File: config.mk
export PLATFORM = sky130hd
export DESIGN_NAME = acc_fp_sat
export DESIGN_NICKNAME = d
export VERILOG_FILES = /design/src/rtl/acc_fp_sat.sv
export SDC_FILE = /design/constraint.sdc
export NUM_CORES = 1
export LEC_CHECK = 0
export ABC_AREA = 1
export CELL_PAD_IN_SITES_DETAIL_PLACEMENT = 1
export CELL_PAD_IN_SITES_GLOBAL_PLACEMENT = 1
export CORE_MARGIN = 4
export CORE_UTILIZATION = 38
export DETAILED_ROUTE_END_ITERATION = 10
export PLACE_DENSITY = 0.79
export SETUP_SLACK_MARGIN = 0.1
export SLEW_MARGIN = 25
export SYNTH_ARGS = -nofsm -noshare
export SYNTH_HDL_FRONTEND = slang
export SYNTH_SLANG_ARGS = --single-unit
File: constraint.sdc
create_clock -name i_clock -period 2.8 [get_ports i_clock]
set_input_delay 0.56 -clock i_clock [delete_from_list [all_inputs] [get_ports i_clock]]
set_output_delay 0.56 -clock i_clock [all_outputs]
set_load 0.02 [all_outputs]
File: src/rtl/acc_fp_sat.sv
// Block accumulator for the S(11.10) adder stream: sums N_ACC accepted samples at full
// resolution, requantizes to S(NB_OUT.NBF_OUT) with optional round-half-up and saturation.
//
// state   | meaning
// --------+-----------------------------------------------
// ST_IDLE | no partial block, acc = 0, count = 0
// ST_ACC  | partial block in progress
// ST_WAIT | block result held on o_data until handshake
module acc_fp_sat #(
   parameter int NB_IN   = 11,
   parameter int NBF_IN  = 10,
   parameter int N_ACC   = 8,
   parameter int NB_OUT  = 10,
   parameter int NBF_OUT = 8,
   parameter int ROUND   = 1
) (
   input  logic                     i_clock,
   input  logic                     i_rst_n,
   input  logic signed [NB_IN-1:0]  i_data,
   input  logic                     i_valid,
   output logic                     o_in_ready,
   input  logic                     i_clear,
   output logic signed [NB_OUT-1:0] o_data,
   output logic                     o_valid,
   input  logic                     i_out_ready,
   output logic                     o_sat
);

   localparam int NB_ACC    = NB_IN + $clog2(N_ACC);
   localparam int CW        = (N_ACC > 1) ? $clog2(N_ACC) : 1;
   localparam int SH        = NBF_IN - NBF_OUT;
   localparam int RND_SHIFT = (SH > 0) ? SH - 1 : 0;

   localparam logic [CW-1:0]          LAST    = CW'(N_ACC - 1);
   localparam logic signed [NB_ACC:0] RND_K   = (ROUND == 1 && SH > 0) ?
                                                ((NB_ACC+1)'(1) << RND_SHIFT) : '0;
   localparam logic signed [NB_ACC:0] SAT_MAX = (NB_ACC+1)'((2**(NB_OUT-1)) - 1);
   localparam logic signed [NB_ACC:0] SAT_MIN = (NB_ACC+1)'(-(2**(NB_OUT-1)));

   typedef enum logic [1:0] {ST_IDLE, ST_ACC, ST_WAIT} state_t;

   state_t                    state, state_nxt;
   logic signed [NB_ACC-1:0]  acc;
   logic [CW-1:0]             count;
   logic                      accept;
   logic                      last;
   logic signed [NB_ACC-1:0]  din_ext;
   logic signed [NB_ACC-1:0]  sum;
   logic signed [NB_ACC:0]    sum_wide;
   logic signed [NB_ACC:0]    rnd_sum;
   logic signed [NB_ACC:0]    q;
   logic signed [NB_OUT-1:0]  q_data;
   logic                      q_sat;

   // acc and count are zero in IDLE, so one adder serves both the first and later samples
   assign accept   = i_valid & o_in_ready;
   assign last     = (count == LAST);
   assign din_ext  = NB_ACC'(i_data);
   assign sum      = acc + din_ext;
   assign sum_wide = (NB_ACC+1)'(sum);
   assign rnd_sum  = sum_wide + RND_K;
   assign q        = rnd_sum >>> SH;

   always_comb begin
      q_data = q[NB_OUT-1:0];
      q_sat  = 1'b0;
      if (q > SAT_MAX) begin
         q_data = SAT_MAX[NB_OUT-1:0];
         q_sat  = 1'b1;
      end else if (q < SAT_MIN) begin
         q_data = SAT_MIN[NB_OUT-1:0];
         q_sat  = 1'b1;
      end
   end

   always_ff @(posedge i_clock or negedge i_rst_n) begin
      if (!i_rst_n) state <= ST_IDLE;
      else          state <= state_nxt;
   end

   always_comb begin
      state_nxt = state;
      if (i_clear) begin
         state_nxt = ST_IDLE;
      end else begin
         case (state)
            ST_IDLE, ST_ACC: if (accept) state_nxt = last ? ST_WAIT : ST_ACC;
            ST_WAIT:         if (i_out_ready) state_nxt = ST_IDLE;
            default:         state_nxt = ST_IDLE;
         endcase
      end
   end

   always_comb begin
      o_in_ready = (state != ST_WAIT);
      o_valid    = (state == ST_WAIT);
   end

   // the result is captured on the last accepted sample; acc/count clear at the same edge
   always_ff @(posedge i_clock or negedge i_rst_n) begin
      if (!i_rst_n) begin
         acc    <= '0;
         count  <= '0;
         o_data <= '0;
         o_sat  <= 1'b0;
      end else if (i_clear) begin
         acc    <= '0;
         count  <= '0;
         o_sat  <= 1'b0;
      end else if (accept) begin
         if (last) begin
            acc    <= '0;
            count  <= '0;
            o_data <= q_data;
            o_sat  <= q_sat;
         end else begin
            acc    <= sum;
            count  <= count + 1'b1;
         end
      end
   end

endmodule

==> impl_results.md, run 1 <==
- GRT overflow: 0
- Mapped Cells: 394
- Status: finished clean
- Pin count of the biggest net entering global routing: 31
- HP Class: flip-flop to flip-flop
- Die Area: 7966 µm²
- Hold Startpoint: state[1]$_DFFE_PN0P_
- Worst r2r src: acc[0]$_DFFE_PN0P_
- CP arrival: 2.84 ns
- Layout cells sized above 1: 38.59%
- WS Path Type: input pin to flip-flop
- Reg-to-reg endpoint: o_sat$_DFFE_PN0P_
- Starting density of the core: 39.28%
- Area post-placement: 3222 µm²
- # rows: 29
- Number of port buffers: 28
- Crit. End Element: flip-flop
- Setup slack, reg-to-reg: 0.14 ns
- DRC: 0
- Post-synth top cells: nand2_1 (166), inv_1 (51), nand3_1 (36)
- Crit-path most repeated cell: nand2_2
- CTS buffer count: 5
- First-pass GRT wire length: 15550 µm
- Area taken by multi-input logic gates: 2027 µm²
- GR Util All Layers: 25.43%
- VDD IR max: 325.3 µV
- Final ANT Viol Nets: 0
- CTS tree: done
- M2 GR Usage: 49.63%
- FF/Latch Area: 750.7 µm²
- Largest family of logic cells by synthesized area: simple AND/OR/NAND/NOR gates
- Filler cells: 813
- Number of unique standard cell types used by synthesis: 29
- Achievable Freq: 0.3754 GHz
- # nets final: 515
- Critical Path Max Stage Delay: 0.39 ns
- Synth Area in XOR/XNOR: 2.095%
- Syn nets: 427
- Synth area leader: dfrtp_1
- Met3 usage: 4.147%
- DR WL/cell: 17.99 µm
- Router iterations before antenna repair: 4
- Min Clock Period, post-route: 2.664 ns
- Cell Area, Synth: 2509 µm²
- Crit-path leading delay family: simple AND/OR/NAND/NOR gates
- RSZ-0062 raised after global routing: true
- Die Y: 89.25 µm
- Ant. Diodes: 0
- Antenna violations before repair: 0
- Synth area leaders: dfrtp_1 (30%), nand2_1 (25%), ha_1 (8.0%), inv_1 (7.6%), nand3_1 (7.2%)
- Ys flop type: dfrtp_1
- EDFF count, synth: 0
- Compound-Gate Fraction of Synth Area: 7.681%
- Hold EP: state[0]$_DFFE_PN0P_
- CP max-delay cell: fa_2
- Via count: 2981
- Yosys top cell area share: 29.93%
- Asr flop ratio synth: 100.0%
- Pins Over Slew Limit: 0
- IO Count: 29
- Clk slew on worst S/H paths: 0.07 ns
- CTS H-tree lvls: 2
- YS warnings: 0
- Area delta synth->final: 54.51%
- Die width: 89.25 µm
- Total Power: 2034 µW
- Worst hold path depth: 1
- Slew at the pin closest to its max-slew limit: 0.5370 ns
- Final worst-path cycle share: 95.15%
- Leakage power: 0.002016 µW
- Final Routed Wirelength: 10060 µm
- Crit-path cells: clkbuf_2 -> ha_2 -> inv_2 -> fa_2 -> inv_2 -> nand3_2 -> nand2_2 -> nand2_2 -> nand2_2 -> nand2_2 -> nand2_2 -> nand3_4 -> nor2_4 -> nand3_2 -> nand2_2 -> nand3_4 -> nand2_4 -> nand2_2 -> nand2_2 -> nand2_1
- Reg2Reg Depth: 19
- Final Hold Viols: 0
- CP Buf/Inv Count: 3
- MaxCap Viol Count: 0
- Max-slew headroom: 64.16%
- Area share of fa/ha/maj cells after synthesis: 8.778%
- Mux share of post-synthesis cell area: 0%
- Clock latency on the worst-skew pair: 0.29 ns
- DR vias/cell: 5.333
- GRT busiest layer: met2
- CTS Root Cell: clkbuf_8
- Critical Path Fanout Max: 5
- Setup-failing EPs final: 0
- Clock Skews: 0.005812 ns
- Top-count cell post-synth: nand2_1
- Starting DRT DRC Count: 85
- Dpl hpwl: 6417 µm
- Power Density: 524.7 nW/µm²
- Sequential area share after synthesis: 29.93%
- Vias in the first global route: 3300
- Routability cong.: 0.8600
- Post-Layout Inst Area: 3876 µm²
- Placeable Area: 6386 µm²
- Flops & latches, synth: 30
- CTS max path bufs: 2
- Mean Syn Cell Area: 6.367 µm²
- Worst Path Required: 2.97 ns
- Post-Synth Simple-Gate Area: 42.49%
- CP startpoint kind: input pin
- Clock sink count: 30
- Met1 GRT Util: 27.18%
==> metrics by stage <==
stage               hold slack, ns  setup WS (ns)  cells  setup TNS [ns]  util [%]
floorplan                   0.2644         0.1737    394               0         -
global placement            0.4399        -0.4997    542          -4.886     50.45
detailed placement          0.4602        -0.5996    542          -6.107     50.45
CTS                         0.4620         0.1011    556               0     57.66
global route                0.4727       -0.04100    559         -0.1997     60.70
finish                      0.4547         0.1358    559               0     60.70
==> sequential cells by signal (all words and copies together) (netlist names) <==
register,count
acc,14
count,3
o_data,10
o_sat,1
state,2
==> placed cells by master, fill, tap and decap left out, types with 2 or more instances in the layout <==
cell type	netlist	final
dfrtp_1	30	30
clkbuf_8	0	5
nor2_2	3	6
buf_4	0	55
a21oi_1	9	2
clkinv_2	0	2
dlygate4sd2_1	0	3
nor2_4	2	9
o21ai_0	18	18
nor2_1	19	9
inv_1	51	43
xnor2_1	2	2
nand4_1	7	7
clkdlybuf4s50_1	0	17
nand3_2	1	14
nand2_4	1	5
nand2_2	7	49
dlymetal6s2s_1	0	6
ha_4	0	12
xor2_1	4	3
nand3_4	1	2
a21oi_2	1	7
inv_2	4	11
ha_1	16	3
nand3_1	36	22
a22o_1	4	4
nand2_1	166	121
==> cell type report <==
cell class | instances | area share (%)
Multi-Input combinational cell | 305 | 52.29
Sequential cell | 30 | 19.37
Timing Repair Buffer | 84 | 18.33
Inverter | 56 | 5.487
Tap cell | 77 | 2.485
Clock buffer | 5 | 1.775
Clock inverter | 2 | 0.2582
==> worst max path at each step <==
stage,start,to,slack [ns],depth (start not counted)
5_1_grt,acc[0]$_DFFE_PN0P_,o_data[7]$_DFFE_PN0P_,-0.04,19
3_5_place_dp,i_data[0],o_data[2]$_DFFE_PN0P_,-0.60,19
3_3_place_gp,i_data[0],o_data[0]$_DFFE_PN0P_,-0.50,19
6_report,i_data[0],o_sat$_DFFE_PN0P_,0.14,20
4_1_cts,i_data[2],o_data[2]$_DFFE_PN0P_,0.10,17
2_1_floorplan,i_data[0],o_sat$_DFFE_PN0P_,0.17,19
==> power breakdown <==
part,switching [µW],total [µW],internal [µW],leakage (µW)
registers,28.0,490,462,0.000407
clock network,182,349,167,0.0000438
logic,703,1200,492,0.00157
total,913,2030,1120,0.00202
==> repair_timing <==
item / in CTS / in global routing
resized for setup: 79 / 54
cloned: 1 / 0
endpoints found under the setup margin: 11 / 11
hold buffers: 0 / 0
buffers inserted: 6 / 3
pin swaps: 25 / 31
==> routing by layer <==
layer / wire [µm] / part of all wire [%]
met5: 0 / 0
met4: 225 / 2.2
met3: 322 / 3.2
met2: 5638 / 56
met1: 3872 / 38
==> cell families (layout without fill, tap and decap cells) <==
family                   after synthesis  count (layout)
AO/OA/AOI/OAI                         34              34
XOR/XNOR                               6               6
adder cells (fa/ha/maj)               17              17
buffers and inverters                 60             147
flip-flops                            30              30
AND/OR/NAND/NOR                      247             248
Power figures use the tool's default switching activity.
==> run 2: changes to the inputs <==
--- a/config.mk
+++ b/config.mk
@@ -12,6 +12,7 @@
 export CORE_UTILIZATION = 38
 export DETAILED_ROUTE_END_ITERATION = 10
 export PLACE_DENSITY = 0.79
+export RECOVER_POWER = 100
 export SETUP_SLACK_MARGIN = 0.1
 export SLEW_MARGIN = 25
 export SYNTH_ARGS = -nofsm -noshare
==> run 2 against run 1 <==
The flow now finishes with violations (max-capacitance violations, max-slew violations). Clock power about the same. Die area is the same. First-iteration DRC count increased by 1.2%. Critical path depth down 1. Utilization fell by 0.20 points. Register-to-register slack about the same.
==> impl_results.md, run 2 (same netlist as run 1, synthesis figures left out) <==
- Status: complete, but fails checks
- Failing checks: max-capacitance violations, max-slew violations
- Starting density of the core: 39.28%
- Die width: 89.25 µm
- GRT overflow: 0
- Final Hold Viols: 0
- CTS buffer count: 5
- Cts hold-fix bufs: 0
- CTS H-tree lvls: 2
- Clk pwr share: 17.2%
- # rows: 29
- Number of port buffers: 28
- Max-slew headroom: -21.69%
- DRC: 0
- Clock Skews: 0.006666 ns
- Crit. End Element: flip-flop
- Vias in the first global route: 3300
- Setup-failing EPs final: 0
- Final Routed Wirelength: 10050 µm
- Flop pwr share: 24.1%
- Final ANT Viol Nets: 0
- Pins Over Slew Limit: 31
- Worst Path Required: 2.97 ns
- Most frequent cells in the layout: nand2_1 (122), buf_4 (52), nand2_2 (48)
- Final Instance Count excl. Fillers: 559
- CP startpoint kind: flip-flop
- Area delta synth->final: 54.02%
- WS Path Type: flip-flop to flip-flop
- MaxCap Viol Count: 1
- Placeable Area: 6386 µm²
- Achievable Freq: 0.3750 GHz
- Setup slack, reg-to-reg: 0.13 ns
- Cell total after placement: 542
- IO Count: 29
- Pre-CTS setup slack: -0.5996 ns
- First-pass GRT wire length: 15550 µm
- Int Pwr: 1117 µW
- Critical Path Fanout Max: 5
- Worst setup margin: 0.1336 ns
- Final worst-path cycle share: 95.23%
- Reg2Reg Depth: 19
- DR vias/cell: 5.354
- Leakage power: 0.002048 µW
- DR WL/cell: 17.97 µm
- Finished Core Util: 60.50%
- Die Area: 7966 µm²
- Combinational share of power: 58.7%
- Sw Ratio: 44.96%
- Clock sink count: 30
- Largest registers: acc x14, o_data x10, count x3
- Pin count of the biggest net entering global routing: 31
- CTS max path bufs: 2
- Dpl hpwl: 6417 µm
- Ant. Diodes: 0
- Via count: 2993
- Total net switching power: 912.4 µW
- Clk slew on worst S/H paths: 0.07 ns
- Worst hold path depth: 1
- Routability cong.: 0.8600
- Total negative setup slack: 0 ns
- VDD IR max: 325.0 µV
- Most common cell after layout, fill and taps aside: nand2_1
- CTS Root Cell: clkbuf_8
- Slew at the pin closest to its max-slew limit: 1.825 ns
- CTS tree: done
- Router iterations before antenna repair: 4
- Min Clock Period, post-route: 2.666 ns
- HP Class: flip-flop to flip-flop
- # nets final: 515
- Antenna violations before repair: 0
- Power Density: 525.3 nW/µm²
- Layout cells sized above 1: 37.97%
- Max FFs per register: 14
- CP arrival: 2.84 ns
- Starting DRT DRC Count: 86
- Clock latency on the worst-skew pair: 0.29 ns
- Most flop-heavy register: acc
- GR Util All Layers: 25.43%
- Die Y: 89.25 µm
- RSZ-0062 raised after global routing: true
run 2: worst paths after layout:
path | start | end
setup / recovery | acc[0]$_DFFE_PN0P_ | o_sat$_DFFE_PN0P_
hold / removal | state[1]$_DFFE_PN0P_ | state[0]$_DFFE_PN0P_
setup reg to reg | acc[0]$_DFFE_PN0P_ | o_sat$_DFFE_PN0P_
hold reg to reg | state[1]$_DFFE_PN0P_ | state[0]$_DFFE_PN0P_
max in group asynchronous | i_rst_n | state[1]$_DFFE_PN0P_
min in group asynchronous | i_rst_n | acc[9]$_DFFE_PN0P_
run 2: power groups by stage:
| stage | registers, µW | clock network [µW] | logic [µW] |
|---|---|---|---|
| global placement | 486 | 0 | 832 |
| floorplan | 483 | 0 | 504 |
| CTS | 487 | 356 | 1030 |
| finish | 490 | 349 | 1190 |
| global route | 493 | 370 | 1300 |
| detailed placement | 488 | 0 | 861 |
run 2: per-layer routing:
metal | vias up | track usage [%] | wire [µm]
met1 | 1494 | 27.18 | 3877
li1 | 1425 | - | -
met5 | - | 0 | 0
met3 | 18 | 4.147 | 310
met4 | 0 | 8.931 | 210
met2 | 56 | 49.63 | 5647
run 2: final cells by class:
class,instances,area [µm²]
clock buffer,5,68.82
tap,77,96.34
timing repair buffer,84,700.7
multi-input combinational,305,2024
fill,815,2522
sequential,30,750.7
clock inverter,2,10.01
inverter,56,212.7
run 2: repair_timing:
item                       in CTS  in global routing
setup endpoints to repair      11                 11
gates cloned                    1                  0
setup buffers                   6                  3
gates resized for setup        79                 54
pin swaps                      25                 31
run 2: critical path: stages, from the launching register on:
cell     delay, ns
dfrtp_1       0.36
ha_2          0.20
inv_2         0.05
fa_2          0.39
inv_2         0.09
nand3_2       0.07
nand2_2       0.10
nand2_2       0.08
nand2_2       0.09
nand2_2       0.06
nand2_2       0.08
nand3_4       0.12
nor2_4        0.21
nand3_2       0.11
nand2_2       0.11
nand3_4       0.10
nand2_4       0.12
nand2_2       0.08
nand2_2       0.06
nand2_1       0.05
run 2: through the flow:
step                area, µm²  total power, µW  hold WS, ns
floorplan                2509            987.5       0.2644
global placement         3222             1318       0.4399
detailed placement       3222             1349       0.4602
CTS                      3682             1876       0.4620
global route             3864             2163       0.4727
finish                   3864             2029       0.4547
==> run 3: changes to the inputs <==
--- a/config.mk
+++ b/config.mk
@@ -10,9 +10,9 @@
 export CELL_PAD_IN_SITES_GLOBAL_PLACEMENT = 1
 export CORE_MARGIN = 4
 export CORE_UTILIZATION = 38
+export CTS_BUF_LIST = sky130_fd_sc_hd__clkbuf_8 sky130_fd_sc_hd__clkbuf_16
 export DETAILED_ROUTE_END_ITERATION = 10
 export PLACE_DENSITY = 0.79
-export RECOVER_POWER = 100
 export SETUP_SLACK_MARGIN = 0.1
 export SLEW_MARGIN = 25
 export SYNTH_ARGS = -nofsm -noshare
==> results of run 3 <==
Same layout as run 1: the final DEF is identical, and so are final timing and power.
